==> src/rtl/lsu_pkg.sv <==
// Shared types and helpers for the memory-stage load/store unit.
package lsu_pkg;
  localparam int LSU_DW = 32;

  localparam logic [2:0] F3_B  = 3'b000;
  localparam logic [2:0] F3_H  = 3'b001;
  localparam logic [2:0] F3_W  = 3'b010;
  localparam logic [2:0] F3_BU = 3'b100;
  localparam logic [2:0] F3_HU = 3'b101;

  typedef enum logic [1:0] {IDLE, BUS, RESP} lsu_state_t;

  // Only what is still needed after accept; address/data go straight to dmem regs.
  typedef struct packed {
    logic       we;
    logic [2:0] funct3;
    logic [1:0] ofs;
  } lsu_req_t;

  function automatic logic [3:0] gen_be(input logic we, input logic [2:0] f3,
                                        input logic [1:0] ofs);
    if (!we) return 4'b1111;
    case (f3)
      F3_B:    return 4'b0001 << ofs;
      F3_H:    return 4'b0011 << ofs;
      default: return 4'b1111;
    endcase
  endfunction
endpackage

==> src/rtl/load_store_unit_if.sv <==
// Request/response and data-memory bus of the load/store unit.
interface load_store_unit_if #(parameter int DATA_WIDTH = 32);
  logic                  req_valid;
  logic                  req_ready;
  logic                  mem_write;
  logic [2:0]            funct3;
  logic [DATA_WIDTH-1:0] addr;
  logic [DATA_WIDTH-1:0] wdata;
  logic                  resp_valid;
  logic [DATA_WIDTH-1:0] rdata;
  logic                  err;
  logic                  busy;
  logic                  dmem_req;
  logic                  dmem_we;
  logic [DATA_WIDTH-1:0] dmem_addr;
  logic [3:0]            dmem_be;
  logic [DATA_WIDTH-1:0] dmem_wdata;
  logic                  dmem_ack;
  logic [DATA_WIDTH-1:0] dmem_rdata;

  modport master (
    output req_valid, mem_write, funct3, addr, wdata, dmem_ack, dmem_rdata,
    input  req_ready, resp_valid, rdata, err, busy,
           dmem_req, dmem_we, dmem_addr, dmem_be, dmem_wdata
  );

  modport slave (
    input  req_valid, mem_write, funct3, addr, wdata, dmem_ack, dmem_rdata,
    output req_ready, resp_valid, rdata, err, busy,
           dmem_req, dmem_we, dmem_addr, dmem_be, dmem_wdata
  );
endinterface

==> src/rtl/lsu_align.sv <==
// Combinational lane logic: byte enables, store replication, load extract/extend, legality.
module lsu_align
  import lsu_pkg::*;
(
  input  logic        mem_write,
  input  logic [2:0]  funct3,
  input  logic [1:0]  ofs,
  input  logic [31:0] wdata,
  input  logic [31:0] dmem_rdata,
  output logic [3:0]  be,
  output logic [31:0] wdata_rep,
  output logic [31:0] rdata_ext,
  output logic        misaligned,
  output logic        illegal
);
  logic [7:0]  lane_b;
  logic [15:0] lane_h;

  assign lane_b = dmem_rdata[{ofs, 3'b000} +: 8];
  assign lane_h = ofs[1] ? dmem_rdata[31:16] : dmem_rdata[15:0];
  assign be     = gen_be(mem_write, funct3, ofs);

  always_comb begin
    rdata_ext = dmem_rdata;
    case (funct3)
      F3_B:    rdata_ext = {{24{lane_b[7]}}, lane_b};
      F3_H:    rdata_ext = {{16{lane_h[15]}}, lane_h};
      F3_BU:   rdata_ext = {24'b0, lane_b};
      F3_HU:   rdata_ext = {16'b0, lane_h};
      default: ;
    endcase
  end

  always_comb begin
    wdata_rep = wdata;
    case (funct3)
      F3_B:    wdata_rep = {4{wdata[7:0]}};
      F3_H:    wdata_rep = {2{wdata[15:0]}};
      default: ;
    endcase
  end

  always_comb begin
    misaligned = 1'b0;
    case (funct3)
      F3_H, F3_HU: misaligned = ofs[0];
      F3_W:        misaligned = |ofs;
      default:     ;
    endcase
  end

  assign illegal = mem_write ? !(funct3 inside {F3_B, F3_H, F3_W})
                             : !(funct3 inside {F3_B, F3_H, F3_W, F3_BU, F3_HU});
endmodule

==> src/rtl/load_store_unit.sv <==
// Memory-stage LSU: one RV32I load/store per request over a valid/ack data port.
module load_store_unit
  import lsu_pkg::*;
#(
  parameter int DATA_WIDTH = 32
) (
  input logic              clk,
  input logic              reset,
  load_store_unit_if.slave bus
);
  lsu_state_t state_q, state_d;
  lsu_req_t   req_q;

  logic                  dmem_req_q, dmem_we_q, err_q;
  logic [3:0]            dmem_be_q;
  logic [DATA_WIDTH-1:0] dmem_addr_q, dmem_wdata_q, rdata_q;

  logic        idle, bad;
  logic        al_we, al_mis, al_ill;
  logic [2:0]  al_f3;
  logic [1:0]  al_ofs;
  logic [3:0]  al_be;
  logic [31:0] al_wdata, al_rdata;

  assign idle = (state_q == IDLE);

  // Align logic sees the incoming request while idle and the latched one afterwards.
  assign al_we  = idle ? bus.mem_write : req_q.we;
  assign al_f3  = idle ? bus.funct3    : req_q.funct3;
  assign al_ofs = idle ? bus.addr[1:0] : req_q.ofs;
  assign bad    = al_mis | al_ill;

  lsu_align u_align (
    .mem_write  (al_we),
    .funct3     (al_f3),
    .ofs        (al_ofs),
    .wdata      (bus.wdata),
    .dmem_rdata (bus.dmem_rdata),
    .be         (al_be),
    .wdata_rep  (al_wdata),
    .rdata_ext  (al_rdata),
    .misaligned (al_mis),
    .illegal    (al_ill)
  );

  always_ff @(posedge clk) begin
    if (reset) state_q <= IDLE;
    else       state_q <= state_d;
  end

  always_comb begin
    state_d = state_q;
    case (state_q)
      IDLE:    if (bus.req_valid) state_d = bad ? RESP : BUS;
      BUS:     if (bus.dmem_ack)  state_d = RESP;
      RESP:    state_d = IDLE;
      default: state_d = IDLE;
    endcase
  end

  always_ff @(posedge clk) begin
    if (reset) begin
      req_q        <= '0;
      dmem_req_q   <= 1'b0;
      dmem_we_q    <= 1'b0;
      dmem_be_q    <= '0;
      dmem_addr_q  <= '0;
      dmem_wdata_q <= '0;
      rdata_q      <= '0;
      err_q        <= 1'b0;
    end else begin
      case (state_q)
        IDLE: if (bus.req_valid) begin
          req_q <= '{we: bus.mem_write, funct3: bus.funct3, ofs: bus.addr[1:0]};
          if (bad) begin
            err_q   <= 1'b1;
            rdata_q <= '0;
          end else begin
            dmem_req_q   <= 1'b1;
            dmem_we_q    <= bus.mem_write;
            dmem_be_q    <= al_be;
            dmem_addr_q  <= {bus.addr[DATA_WIDTH-1:2], 2'b00};
            dmem_wdata_q <= al_wdata;
          end
        end
        BUS: if (bus.dmem_ack) begin
          dmem_req_q <= 1'b0;
          err_q      <= 1'b0;
          rdata_q    <= req_q.we ? '0 : al_rdata;
        end
        default: ;
      endcase
    end
  end

  assign bus.req_ready  = idle;
  assign bus.busy       = !idle;
  assign bus.resp_valid = (state_q == RESP);
  assign bus.rdata      = rdata_q;
  assign bus.err        = err_q;
  assign bus.dmem_req   = dmem_req_q;
  assign bus.dmem_we    = dmem_we_q;
  assign bus.dmem_be    = dmem_be_q;
  assign bus.dmem_addr  = dmem_addr_q;
  assign bus.dmem_wdata = dmem_wdata_q;
endmodule
==> src/flat_wrapper.sv <==
// flat-port wrapper written by rule: the top's interface ports become plain ports
module load_store_unit_flat import lsu_pkg::*;
#(
  parameter int DATA_WIDTH = 32
)
  (clk, reset, bus_req_valid, bus_mem_write, bus_funct3, bus_addr, bus_wdata, bus_dmem_ack, bus_dmem_rdata, bus_req_ready, bus_resp_valid, bus_rdata, bus_err, bus_busy, bus_dmem_req, bus_dmem_we, bus_dmem_addr, bus_dmem_be, bus_dmem_wdata);
  load_store_unit_if #(.DATA_WIDTH(DATA_WIDTH)) bus_i ();
  input logic clk;
  input logic reset;
  input wire logic [$bits(bus_i.req_valid)-1:0] bus_req_valid;
  input wire logic [$bits(bus_i.mem_write)-1:0] bus_mem_write;
  input wire logic [$bits(bus_i.funct3)-1:0] bus_funct3;
  input wire logic [$bits(bus_i.addr)-1:0] bus_addr;
  input wire logic [$bits(bus_i.wdata)-1:0] bus_wdata;
  input wire logic [$bits(bus_i.dmem_ack)-1:0] bus_dmem_ack;
  input wire logic [$bits(bus_i.dmem_rdata)-1:0] bus_dmem_rdata;
  output wire logic [$bits(bus_i.req_ready)-1:0] bus_req_ready;
  output wire logic [$bits(bus_i.resp_valid)-1:0] bus_resp_valid;
  output wire logic [$bits(bus_i.rdata)-1:0] bus_rdata;
  output wire logic [$bits(bus_i.err)-1:0] bus_err;
  output wire logic [$bits(bus_i.busy)-1:0] bus_busy;
  output wire logic [$bits(bus_i.dmem_req)-1:0] bus_dmem_req;
  output wire logic [$bits(bus_i.dmem_we)-1:0] bus_dmem_we;
  output wire logic [$bits(bus_i.dmem_addr)-1:0] bus_dmem_addr;
  output wire logic [$bits(bus_i.dmem_be)-1:0] bus_dmem_be;
  output wire logic [$bits(bus_i.dmem_wdata)-1:0] bus_dmem_wdata;
  assign bus_i.req_valid = bus_req_valid;
  assign bus_i.mem_write = bus_mem_write;
  assign bus_i.funct3 = bus_funct3;
  assign bus_i.addr = bus_addr;
  assign bus_i.wdata = bus_wdata;
  assign bus_i.dmem_ack = bus_dmem_ack;
  assign bus_i.dmem_rdata = bus_dmem_rdata;
  assign bus_req_ready = bus_i.req_ready;
  assign bus_resp_valid = bus_i.resp_valid;
  assign bus_rdata = bus_i.rdata;
  assign bus_err = bus_i.err;
  assign bus_busy = bus_i.busy;
  assign bus_dmem_req = bus_i.dmem_req;
  assign bus_dmem_we = bus_i.dmem_we;
  assign bus_dmem_addr = bus_i.dmem_addr;
  assign bus_dmem_be = bus_i.dmem_be;
  assign bus_dmem_wdata = bus_i.dmem_wdata;
  load_store_unit #(.DATA_WIDTH(DATA_WIDTH)) u_core (.clk(clk), .reset(reset), .bus(bus_i));
endmodule
==> config.mk <==
export PLATFORM = sky130hd
export DESIGN_NAME = load_store_unit_flat
export DESIGN_NICKNAME = d
export VERILOG_FILES = /design/src/rtl/lsu_pkg.sv /design/src/rtl/load_store_unit_if.sv /design/src/rtl/lsu_align.sv /design/src/rtl/load_store_unit.sv /design/src/flat_wrapper.sv
export SDC_FILE = /design/constraint.sdc
export NUM_CORES = 1
export LEC_CHECK = 0
export BUFFER_PORTS_ARGS = -buffer_cell sky130_fd_sc_hd__buf_4
export CAP_MARGIN = 20
export CORE_ASPECT_RATIO = 0.75
export CORE_MARGIN = 4
export CORE_UTILIZATION = 54
export DETAILED_ROUTE_END_ITERATION = 6
export GPL_ROUTABILITY_DRIVEN = 1
export PLACE_DENSITY_LB_ADDON = 0.12
export SETUP_SLACK_MARGIN = 0.05
export SYNTH_ARGS = -nofsm -noshare
export SYNTH_HDL_FRONTEND = slang
export SYNTH_HIERARCHICAL = 1
export SYNTH_SLANG_ARGS = --single-unit
export TNS_END_PERCENT = 50
==> constraint.sdc <==
create_clock -name clk -period 8.1 [get_ports clk]
set_input_delay 0.405 -clock clk [delete_from_list [all_inputs] [get_ports clk]]
set_output_delay 0.405 -clock clk [all_outputs]
set_load 0.005 [all_outputs]
Word level (Yosys, flattened, before mapping)
Cells that the tools add are included.
{"block": "totals", "reg_bits": 109, "input_bits": 104, "out_inout_bits": 106, "wordCells": 67}
{"block": "classes", "n_eq_ne": 10, "shifts": 3, "muxes": 26, "bitwise_logic": 2, "reduce_logical": 15}
{"operator": "2-to-1 mux 32 bit", "n": 4}
{"operator": "case mux 32 bit (2 select lines)", "n": 2}
{"operator": "case mux 32 bit (4 select lines)", "n": 1}
{"operator": "variable part select 32 x 6 -> 8 bit", "n": 1}
{"operator": "2-to-1 mux 16 bit", "n": 1}
{"operator": "2-to-1 mux 2 bit", "n": 4}
{"operator": "!= test 2 bit, second input constant", "n": 4}
{"operator": "case mux 4 bit (2 select lines)", "n": 1}
{"operator": "AND reduction 4 bit", "n": 2}
{"operator": "2-to-1 mux 1 bit", "n": 7}
{"operator": "equality test 3 bit, second input constant", "n": 2}
{"operator": "case mux 1 bit (2 select lines)", "n": 3}
{"operator": "nonzero test 5 bit", "n": 1}
{"operator": "2-to-1 mux 4 bit", "n": 1}
{"operator": "case mux 2 bit (2 select lines)", "n": 1}
{"operator": "AND reduction 2 bit", "n": 2}
{"operator": "OR reduction 2 bit", "n": 2}
{"operator": "left shift 1 x 2 -> 4 bit, first input constant", "n": 1}
{"operator": "left shift 2 x 2 -> 4 bit, first input constant", "n": 1}
{"operator": "equality test 3 x 1 -> 1 bit, second input constant", "n": 1}
{"operator": "equality test 3 x 2 -> 1 bit, second input constant", "n": 1}
{"operator": "zero test 1 bit", "n": 3}
{"operator": "zero test 3 bit", "n": 1}
{"operator": "2-to-1 mux 3 bit", "n": 1}
{"operator": "8 further kinds", "n": 8}

Longest topological paths before layout
Gate-level depths: netlist of the first run.
{"block": "depth", "depth_word": 10, "mapped_depth": 12, "depth_no_buf": 8}

Cells and area by module
The synthesis of the first run kept the hierarchy.
{"module": "load_store_unit", "instances": 1, "cells_per_inst": 429, "area_each_um2": 4396.7, "seq_area_each_um2": 2182.1}
{"module": "lsu_align", "instances": 1, "cells_per_inst": 178, "area_each_um2": 1196.1, "seq_area_each_um2": 0.0}

Least setup slack after synthesis of the first run
OpenSTA, ideal clock, no wires.
{"block": "synth_path", "path_kind": "register -> register", "start": "register u_core.state_q[0]", "end": "register u_core.rdata_q[3] (netlist: u_core/bus.rdata[3])", "setup_ns": 0.057, "arrival_time_ns": 2.718, "required_time_ns": 8.043, "path_slack_ns": 5.325, "path_stages_with_launch": 12, "n_path_buf": 4, "synth_period_minus_slack_ns": 2.775, "cell_sequence": "dfxtp_1 > buf_2 > nor2_2 > mux2_2 > clkbuf_1 > buf_2 > o211ai_1 > o21ai_0 > or2_2 > a211oi_4 > buf_6 > a22o_2"}
{"block": "synth_via", "word_cells_on_any_way": 30, "cone_classes": "eq/ne: 8; shift: 1; mux: 10; bitwise: 1; reduce/logical: 10"}
{"item": "start, declared", "line": "load_store_unit.sv:11", "rtl": "lsu_state_t state_q, state_d;"}
{"item": "start signal, assigned", "line": "load_store_unit.sv:48", "rtl": "else state_q <= state_d;"}
{"item": "zero test 2 bit", "line": "load_store_unit.sv:25", "rtl": "assign idle = (state_q == IDLE);"}
{"item": "named net bus_req_ready", "line": "flat_wrapper.sv:17", "rtl": "output wire logic [$bits(bus_i.req_ready)-1:0] bus_req_ready;"}
{"item": "2-to-1 mux 2 bit", "line": "load_store_unit.sv:30", "rtl": "assign al_ofs = idle ? bus.addr[1:0] : req_q.ofs;"}
{"item": "named net u_core.al_ofs[1]", "line": "load_store_unit.sv:21", "rtl": "logic [1:0] al_ofs;"}
{"item": "OR reduction 2 bit", "line": "lsu_align.sv:47", "rtl": "F3_W: misaligned = |ofs;"}
{"item": "case mux 1 bit (2 select lines)", "line": "lsu_align.sv:45", "rtl": "case (funct3)"}
{"item": "named net u_core.al_mis", "line": "load_store_unit.sv:19", "rtl": "logic al_we, al_mis, al_ill;"}
{"item": "OR 1 bit", "line": "load_store_unit.sv:31", "rtl": "assign bad = al_mis | al_ill;"}
{"item": "!= test 2 bit (no source line)"}
{"item": "AND reduction 4 bit (no source line)"}
{"item": "end signal, assigned", "line": "load_store_unit.sv:89", "rtl": "rdata_q <= req_q.we ? '0 : al_rdata;"}
{"item": "end, declared", "line": "load_store_unit.sv:16", "rtl": "logic [DATA_WIDTH-1:0] dmem_addr_q, dmem_wdata_q, rdata_q;"}
The timed path passes the listed nets, and every way through them passes these cells. The select of a mux whose other input is x is not followed.
A chain may end at the register's enable or synchronous reset.

Worst setup path in the final report of the first run
{"block": "layout_path", "start": "register u_core.state_q[1]", "end": "register u_core.dmem_addr_q[26] (netlist: u_core/bus.dmem_addr[26])"}
{"block": "layout_via", "word_cells_on_any_way": 20, "cone_classes": "eq/ne: 4; mux: 5; bitwise: 2; reduce/logical: 9"}
{"item": "zero test 2 bit *", "line": "load_store_unit.sv:25"}
{"item": "2-to-1 mux 3 bit *", "line": "load_store_unit.sv:29", "rtl": "assign al_f3 = idle ? bus.funct3 : req_q.funct3;"}
{"item": "named net u_core.al_f3[0]", "line": "load_store_unit.sv:20", "rtl": "logic [2:0] al_f3;"}
{"item": "equality test 3 x 1 -> 1 bit or equality test 3 bit (tied branches)", "line": "lsu_align.sv:45"}
{"item": "OR reduction 2 bit", "line": "lsu_align.sv:45"}
{"item": "case mux 1 bit (2 select lines) *", "line": "lsu_align.sv:45"}
{"item": "named net u_core.al_mis", "line": "load_store_unit.sv:19"}
{"item": "OR 1 bit *", "line": "load_store_unit.sv:31"}
{"item": "NOT 1 bit (no source line) *"}
{"item": "AND reduction 3 bit (no source line) *"}
{"item": "end signal, assigned", "line": "load_store_unit.sv:82", "rtl": "dmem_addr_q <= {bus.addr[DATA_WIDTH-1:2], 2'b00};"}
{"item": "end, declared", "line": "load_store_unit.sv:16"}
Mark *: on every way through the listed nets, which the timed path passes. The rest lies on a longest branch.

==> metrics, run 1 <==
CTS clk-pin slew, worst paths 80 ps; CTS buffer count 9; P_int 1.12 mW; sequential power share between 30% and 40%; Placer Congestion 0.848; unrepaired setup endpoints after global routing no; share of Yosys cell area claimed by the top area cell type a little under 40%; Hold WS slightly above 300 ps; worst clock skew roughly 8.7 ps; Final Hold Fails 0; Inst Count DP a little under 900; First DRT Iteration DRCs roughly 440; Required @ worst endpoint slightly above 8000 ps; post-synthesis simple-gate area fraction a little over a quarter; # hold bufs at CTS 0; max_slew headroom 26.8%; setup TNS 0 ps; worst IR drop on VDD 0.000157 V; initial core utilization a little under three fifths; drt first pass iters 5; largest family of logic cells by synthesized area simple AND/OR/NAND/NOR gates; Final WS setup 3980 ps; GRT overflow 0; Via Count roughly 5,300; CP endpoint kind register; post-synthesis mux area share under 10%; switching power total between 0.5 and 0.6 mW; Synth Area in XOR/XNOR 0%; maximum clock rate about 240 MHz; Area growth syn-to-layout 30.2%; post-synthesis sequential area ratio approximately two fifths; num rows 31; most area-consuming cells after synthesis dfxtp_1 39%, nand4b_1 10%, nand2b_1 7.8%, o21ai_0 6.0%, mux2_2 4.6%; Die Y between 90 and 100 um; fin nets between 800 and 900; first-pass GRT wire length 25,500 um; CTS tree built; Core Area between 0.009 and 0.01 mm^2; cts repair resizes 0; vias in the first global route ~4,800; CP Data Arrival Time 4290 ps; CTS sink count 109; top cells by count, synth 109 x dfxtp_1, 70 x nand2b_1, 67 x nand4b_1, 67 x o21ai_0, 35 x nand2_1; DIE WIDTH 126 um; Crit Path Max Fanout 69; critical path type register to register; Syn Inst Count between 600 and 700; Comb pwr share 34.9%; Post-Layout Cell Count ~900; max-slew violations 0; synth warn 6; share of cells above drive strength 1 37.3%; Sw Share 34.6%; GRT Util Overall 26.2%; Final Cycle Share about half; Post-DRT Antenna Nets 0; Startpoint Class register; compound-cell area share of the yosys netlist roughly 20%; EDFF count, synth 0; mean area per synthesized cell approximately 9 um^2; async set-reset flop share out of synthesis 0%; final wirelength 16,800 um; Clock Tree Buf Depth 2; CTS H-tree lvls 3; clock period minus worst slack 4120 ps; measured slew at the worst slew-check pin approximately 1100 ps; HPWL Detailed 11,800 um; Post-CTS Setup Inserts 0; status finished clean; ant diodes 0; Clk pwr share between 20% and 30%; synth unique cells 43; initial antenna violation count 0; Clk Latency, worst-skew pair 350 ps; number of synthesized register bits 109; I/O Buffers about 210; cell type with the largest total area after synthesis dfxtp_1; top_reg_cell synth dfxtp_1; HP Class input pin to register; Ports 210; Setup violations, final 0; Post-Place Setup Slack 4140 ps; WL/cell ~19 um; P_leak approximately 3.1 nW; clock root buffer clkbuf_16; most common cell in the netlist dfxtp_1; max_cap viols 0; die area between 0.01 and 0.015 mm^2; Mapped Area 0.00559 mm^2; Synth Area in Adders 0%; largest net degree at the start of global routing around 150; power per cell area between 200 and 250 mW/mm^2; Vias/cell a little under 6; DRC viols 0
## cell usage in the layout (no fill, tap or decap), types with 2 or more instances in the layout
cell / instances
a22o_1: 12
a21oi_1: 18
nor3_1: 8
nor2b_1: 11
buf_4: 211
inv_1: 2
o21ai_0: 67
a211oi_1: 14
mux2i_1: 15
o211ai_1: 5
conb_1: 2
clkinvlp_4: 2
clkbuf_16: 9
a22o_2: 21
mux2_2: 23
nor2_1: 19
a21o_1: 7
a22oi_1: 2
nand2_1: 35
nand2b_1: 70
nand4b_1: 67
dfxtp_1: 109
a221o_1: 8
nor2_2: 2
## through the flow
step                total power, mW  util, %  cell area [um^2]
floorplan                      1.03        -              5600
global placement               1.23     70.2              6950
detailed placement             1.25     70.2              6950
CTS                            1.71     73.5              7270
global route                   1.80     73.6              7280
finish                         1.71     73.6              7280
## registers in the layout, summed over array words and instances (netlist names)
register and cells:
u_core/state_q 2, u_core/req_q 6, u_core/bus.dmem_addr 30, u_core/bus.dmem_req 1, u_core/bus.dmem_be 4, u_core/bus.err 1, u_core/bus.dmem_we 1, u_core/bus.rdata 32
u_core/bus.dmem_wdata 32
## power groups by stage
stage	logic (mW)	registers [mW]	clock network [mW]
after global placement	0.573	0.660	0
after floorplan	0.376	0.658	0
after CTS	0.586	0.651	0.475
after detailed placement	0.583	0.662	0
after global routing	0.645	0.659	0.492
final	0.598	0.652	0.463
## metal layers
metal	wire, um	GRT usage, %	up-vias
li1	-	-	2498
met1	7750	37.0	2489
met2	7450	40.7	252
met3	1310	5.16	24
met4	330	8.21	0
met5	0	0	-
## logic make-up after synthesis
kind of cell | after synthesis
other | 1
AND/OR/NAND/NOR | 225
AO/OA/AOI/OAI | 159
multiplexers | 39
buffers and inverters | 74
flip-flops | 109
## final timing paths
| check | from | endpoint | slack, ps | cells after the start |
|---|---|---|---|---|
| worst min-delay path | bus_addr[30] | u_core/bus.dmem_addr[30] | 310 | 3 |
| worst max-delay path | u_core/state_q[1] | u_core/bus.dmem_addr[26] | 3980 | 9 |
| worst max register to register | u_core/state_q[1] | u_core/bus.dmem_addr[26] | 3980 | 9 |
| worst min register to register | u_core/bus.dmem_addr[15] | u_core/bus.dmem_addr[15] | 480 | 2 |
## layout make-up
class                      count  area (um^2)
timing repair buffer         212         1600
clock inverter                 6         81.3
clock buffer                  10          239
sequential                   109         2180
fill                         753         2610
multi-input combinational    425         3010
inverter                       2         7.51
tap                          132          165
## critical path, stage by stage, from the launching register on
cell,delay (ps)
dfxtp_1,390
nor2_2,380
mux2_2,650
nor2_1,140
o211ai_1,120
o21ai_0,200
nor2_4,130
buf_4,570
and2_2,1000
o21ai_0,310
Note: power is estimated with default switching activity, not from simulation.
==> run 2: changes to the inputs <==
--- a/config.mk
+++ b/config.mk
@@ -9,7 +9,7 @@
 export CAP_MARGIN = 20
 export CORE_ASPECT_RATIO = 0.75
 export CORE_MARGIN = 4
-export CORE_UTILIZATION = 54
+export CORE_UTILIZATION = 50
 export DETAILED_ROUTE_END_ITERATION = 6
 export GPL_ROUTABILITY_DRIVEN = 1
 export PLACE_DENSITY_LB_ADDON = 0.12
==> constraint.sdc (replaced) <==
create_clock -name clk -period 3.89 [get_ports clk]
set_input_delay 0.1945 -clock clk [delete_from_list [all_inputs] [get_ports clk]]
set_output_delay 0.1945 -clock clk [all_outputs]
set_load 0.005 [all_outputs]
==> metrics, run 2 (same netlist as run 1, synthesis figures left out) <==
CTS sink count 109; Required @ worst endpoint ~4200 ps; clock period minus worst slack 3060 ps; worst clock skew between 5 and 6 ps; Post-CTS Setup Inserts 0; power per cell area roughly 480 mW/mm^2; maximum clock rate approximately 330 MHz; # hold bufs at CTS 0; initial antenna violation count 0; Final Hold Fails 0; commonest non-fill, non-tap cell in the layout buf_4; HP Class input pin to register; CP endpoint kind register; Inst Count DP just under 900; Final Cycle Share between 70% and 80%; Hold WS around 100 ps; CP Data Arrival Time between 3000 and 4000 ps; WL/cell between 15 and 20 um; max_slew headroom about a third; CTS buffer count 9; worst IR drop on VDD between 0.0003 and 0.0004 V; initial core utilization about 51%; Area growth syn-to-layout 30.0%; Cell Chain, Critical Path nor2_2 -> mux2_2 -> nor2_1 -> o211ai_1 -> o21ai_0 -> or2_2 -> a211oi_4 -> buf_4 -> a22o_1; clock root buffer clkbuf_16; largest net degree at the start of global routing around 150; Clock Tree Buf Depth 2; max-slew violations 0; ant diodes 0; Post-Place Setup Slack roughly 900 ps; Final WS setup 826 ps; cts repair resizes 0; num rows 33; final wirelength around 16,000 um; slowest cell on the critical path mux2_2; CTS H-tree lvls 3; I/O Buffers 207; HPWL Detailed around 11,000 um; Crit Path Max Fanout 32; CTS tree built; vias in the first global route roughly 4,900; commonest non-fill, non-tap cells in the layout 215 x buf_4, 109 x dfxtp_1, 70 x nand2b_1; first-pass GRT wire length 25,600 um; Clk Latency, worst-skew pair 350 ps; GRT overflow 0; Placer Congestion 0.921; fin nets 866; Startpoint Class register; GRT Util Overall about a quarter; unrepaired setup endpoints after global routing no; CTS clk-pin slew, worst paths about 70 ps; setup TNS 0 ps; Post-DRT Antenna Nets 0; Vias/cell roughly 5.6; First DRT Iteration DRCs about 330; Core Area approximately 0.011 mm^2; status finished clean; measured slew at the worst slew-check pin 1030 ps; slowest stage delay, CP ~630 ps; DRC viols 0; critical path type register to register; P_leak 3.10 nW; Post-Layout Cell Count a little over 900; share of cells above drive strength 1 about 37%; max_cap viols 0; Via Count about 5,100; Die Y 99.6 um; Util after Layout 66.5%; Ports between 200 and 250; Setup violations, final 0; die area ~0.013 mm^2; drt first pass iters 5; DIE WIDTH around 130 um
==> run 2: worst max-delay path, delay by kind of cell (launching register included) <==
kind            cells  cell delay, ps
simple gates        3             890
buf+inv             1             360
flops               1             400
compound gates      4             730
mux                 1             630
==> run 2: stage by stage <==
step,power (mW),instance area (um^2)
2_1_floorplan,2.15,5600
4_1_cts,3.50,7270
5_1_grt,3.67,7270
6_report,3.48,7270
3_3_place_gp,2.58,6990
3_5_place_dp,2.61,6990
==> run 2: layer usage <==
layer	wire, um	global-route usage, %	vias to the layer above
met5	0	0	-
met4	258	6.07	0
met3	1370	5.21	18
met2	7320	35.6	182
met1	7510	36.6	2406
li1	-	-	2504
==> run 2: area by class of cell <==
type	instances	area [um^2]
multi-input combinational	425	3010
tap	140	175
sequential	109	2180
fill	931	3670
clock buffer	10	229
timing repair buffer	215	1610
clock inverter	6	56.3
inverter	2	7.51
==> run 2: path summary, 6_finish.rpt <==
kind	from	to	slack [ps]	cells after the start
worst min register to register	u_core/bus.dmem_addr[13]	u_core/bus.dmem_addr[13]	470	2
worst max-delay path	u_core/state_q[0]	u_core/bus.rdata[8]	830	9
worst min-delay path	bus_funct3[2]	u_core/req_q[4]	100	3
worst max register to register	u_core/state_q[0]	u_core/bus.rdata[8]	830	9
==> run 2: power breakdown <==
| group | leakage [nW] | total, mW | switching [mW] | internal [mW] |
|---|---|---|---|---|
| combinational | 2.08 | 1.25 | 0.707 | 0.545 |
| clock | 0.137 | 0.876 | 0.428 | 0.447 |
| sequential | 0.888 | 1.35 | 0.0907 | 1.26 |
| total | 3.10 | 3.48 | 1.23 | 2.25 |
==> run 3: changes to the inputs <==
==> constraint.sdc (replaced) <==
create_clock -name clk -period 3.2 [get_ports clk]
set_input_delay 0.16 -clock clk [delete_from_list [all_inputs] [get_ports clk]]
set_output_delay 0.16 -clock clk [all_outputs]
set_load 0.005 [all_outputs]
==> metrics, run 3 (same netlist as run 1, synthesis figures left out) <==
Placer Congestion a little over 0.9; r2r worst-path depth 7; clock period minus worst slack approximately 2800 ps; Sw Share around a third; Die Y 99.6 um; Total Power 4.47 mW; Ports 210; Comb pwr share a little over a third; max_cap viols 0; Final Cycle Share 88.7%; sequential power share a little under two fifths; vias in the first global route a little under 5,000; die area about 0.013 mm^2; GRT overflow 0; CTS H-tree lvls 3; CTS tree built; CP endpoint kind register; Final Hold Fails 0; share of cells above drive strength 1 roughly 38%; Crit Path Max Fanout 17; setup TNS 0 ps; initial core utilization approximately 50%; reg2reg setup slack 360 ps; Via Count 5,176; Setup violations, final 0; Area growth syn-to-layout 32.2%; CTS clk-pin slew, worst paths about 70 ps; First DRT Iteration DRCs 390; Clk pwr share 28.5%; Clk Latency, worst-skew pair between 300 and 400 ps; # hold bufs at CTS 0; CP Data Arrival Time between 3000 and 4000 ps; Post-CTS Setup Inserts 0; initial antenna violation count 0; HPWL Detailed 11,500 um; drt first pass iters 5; Required @ worst endpoint roughly 3500 ps; first-pass GRT wire length between 20,000 and 30,000 um; maximum clock rate about 350 MHz; Startpoint Class register; commonest non-fill, non-tap cells in the layout 220 x buf_4, 109 x dfxtp_1, 70 x nand2b_1; HP Class input pin to register; worst clock skew roughly 6.8 ps; fin nets 872; critical path type register to register; commonest non-fill, non-tap cell in the layout buf_4; final wirelength about 16,000 um; max_slew headroom between 40% and 50%; P_leak 3.17 nW; max-slew violations 0; worst IR drop on VDD around 0.00043 V; cts repair resizes 0; P_int between 2 and 3 mW; largest net degree at the start of global routing 90; status finished clean; crit path to u_core/bus.rdata[13]; CTS sink count around 110; Critical Path Start u_core/state_q[0]; measured slew at the worst slew-check pin just under 900 ps; power per cell area around 610 mW/mm^2; I/O Buffers roughly 210; WL/cell 18.0 um; worst reg2reg startpoint u_core/state_q[0]; Post-Layout Cell Count just over 900; num rows 33; R2R Path End u_core/bus.rdata[13]; Post-DRT Antenna Nets 0; CTS buffer count 9; GRT Util Overall 24.8%; Inst Count DP 896; unrepaired setup endpoints after global routing no; clock root buffer clkbuf_16; switching power total between 1 and 1.5 mW; ant diodes 0; Core Area 0.0109 mm^2; DIE WIDTH roughly 130 um; Clock Tree Buf Depth 2; DRC viols 0; Vias/cell 5.67
run 3: final cells by class:
type	count	area (um^2)
timing repair buffer	221	1670
sequential	109	2180
inverter	2	7.51
multi-input combinational	425	3010
clock inverter	6	118
clock buffer	10	229
tap	140	175
fill	895	3550
run 3: worst min-delay path by stage:
| stage | from | endpoint | slack (ps) | depth (start not counted) |
|---|---|---|---|---|
| 3_5_place_dp | bus_funct3[0] | u_core/req_q[2] | 410 | 3 |
| 4_1_cts | bus_funct3[0] | u_core/req_q[2] | 50 | 3 |
| 6_report | bus_funct3[2] | u_core/req_q[4] | 60 | 3 |
| 5_1_grt | bus_funct3[2] | u_core/req_q[4] | 60 | 3 |
| 3_3_place_gp | bus_funct3[2] | u_core/req_q[4] | 410 | 3 |
| 2_1_floorplan | bus_addr[0] | u_core/req_q[0] | 310 | 2 |
run 3: through the flow:
step	hold WS, ps	area, um^2	worst slack [ps]	utilization, %
floorplan	307	5600	425	-
global placement	412	7030	386	64.2
detailed placement	411	7030	207	64.2
CTS	51.4	7370	172	67.4
global route	63.8	7390	231	67.6
finish	64.1	7390	363	67.6
run 3: power by group through the flow:
stage               combinational, mW  clock (mW)  sequential (mW)
floorplan                       0.953           0             1.66
global placement                 1.50           0             1.67
detailed placement               1.51           0             1.67
CTS                              1.53        1.31             1.64
global route                     1.69        1.36             1.67
finish                           1.55        1.28             1.65
run 3: worst max-delay path, cell delays in order (launching register included):
cell,delay [ps]
dfxtp_1,400
nor2_2,350
mux2_2,490
buf_4,250
nor3_4,510
and2_1,430
a221o_1,200
a22o_2,140
run 3: per-layer routing:
layer	vias to the layer above	track usage (%)	wire, um
met3	7	4.99	1300
li1	2515	-	-
met5	-	0	0
met1	2454	37.8	7730
met2	200	35.8	7330
met4	0	5.59	91
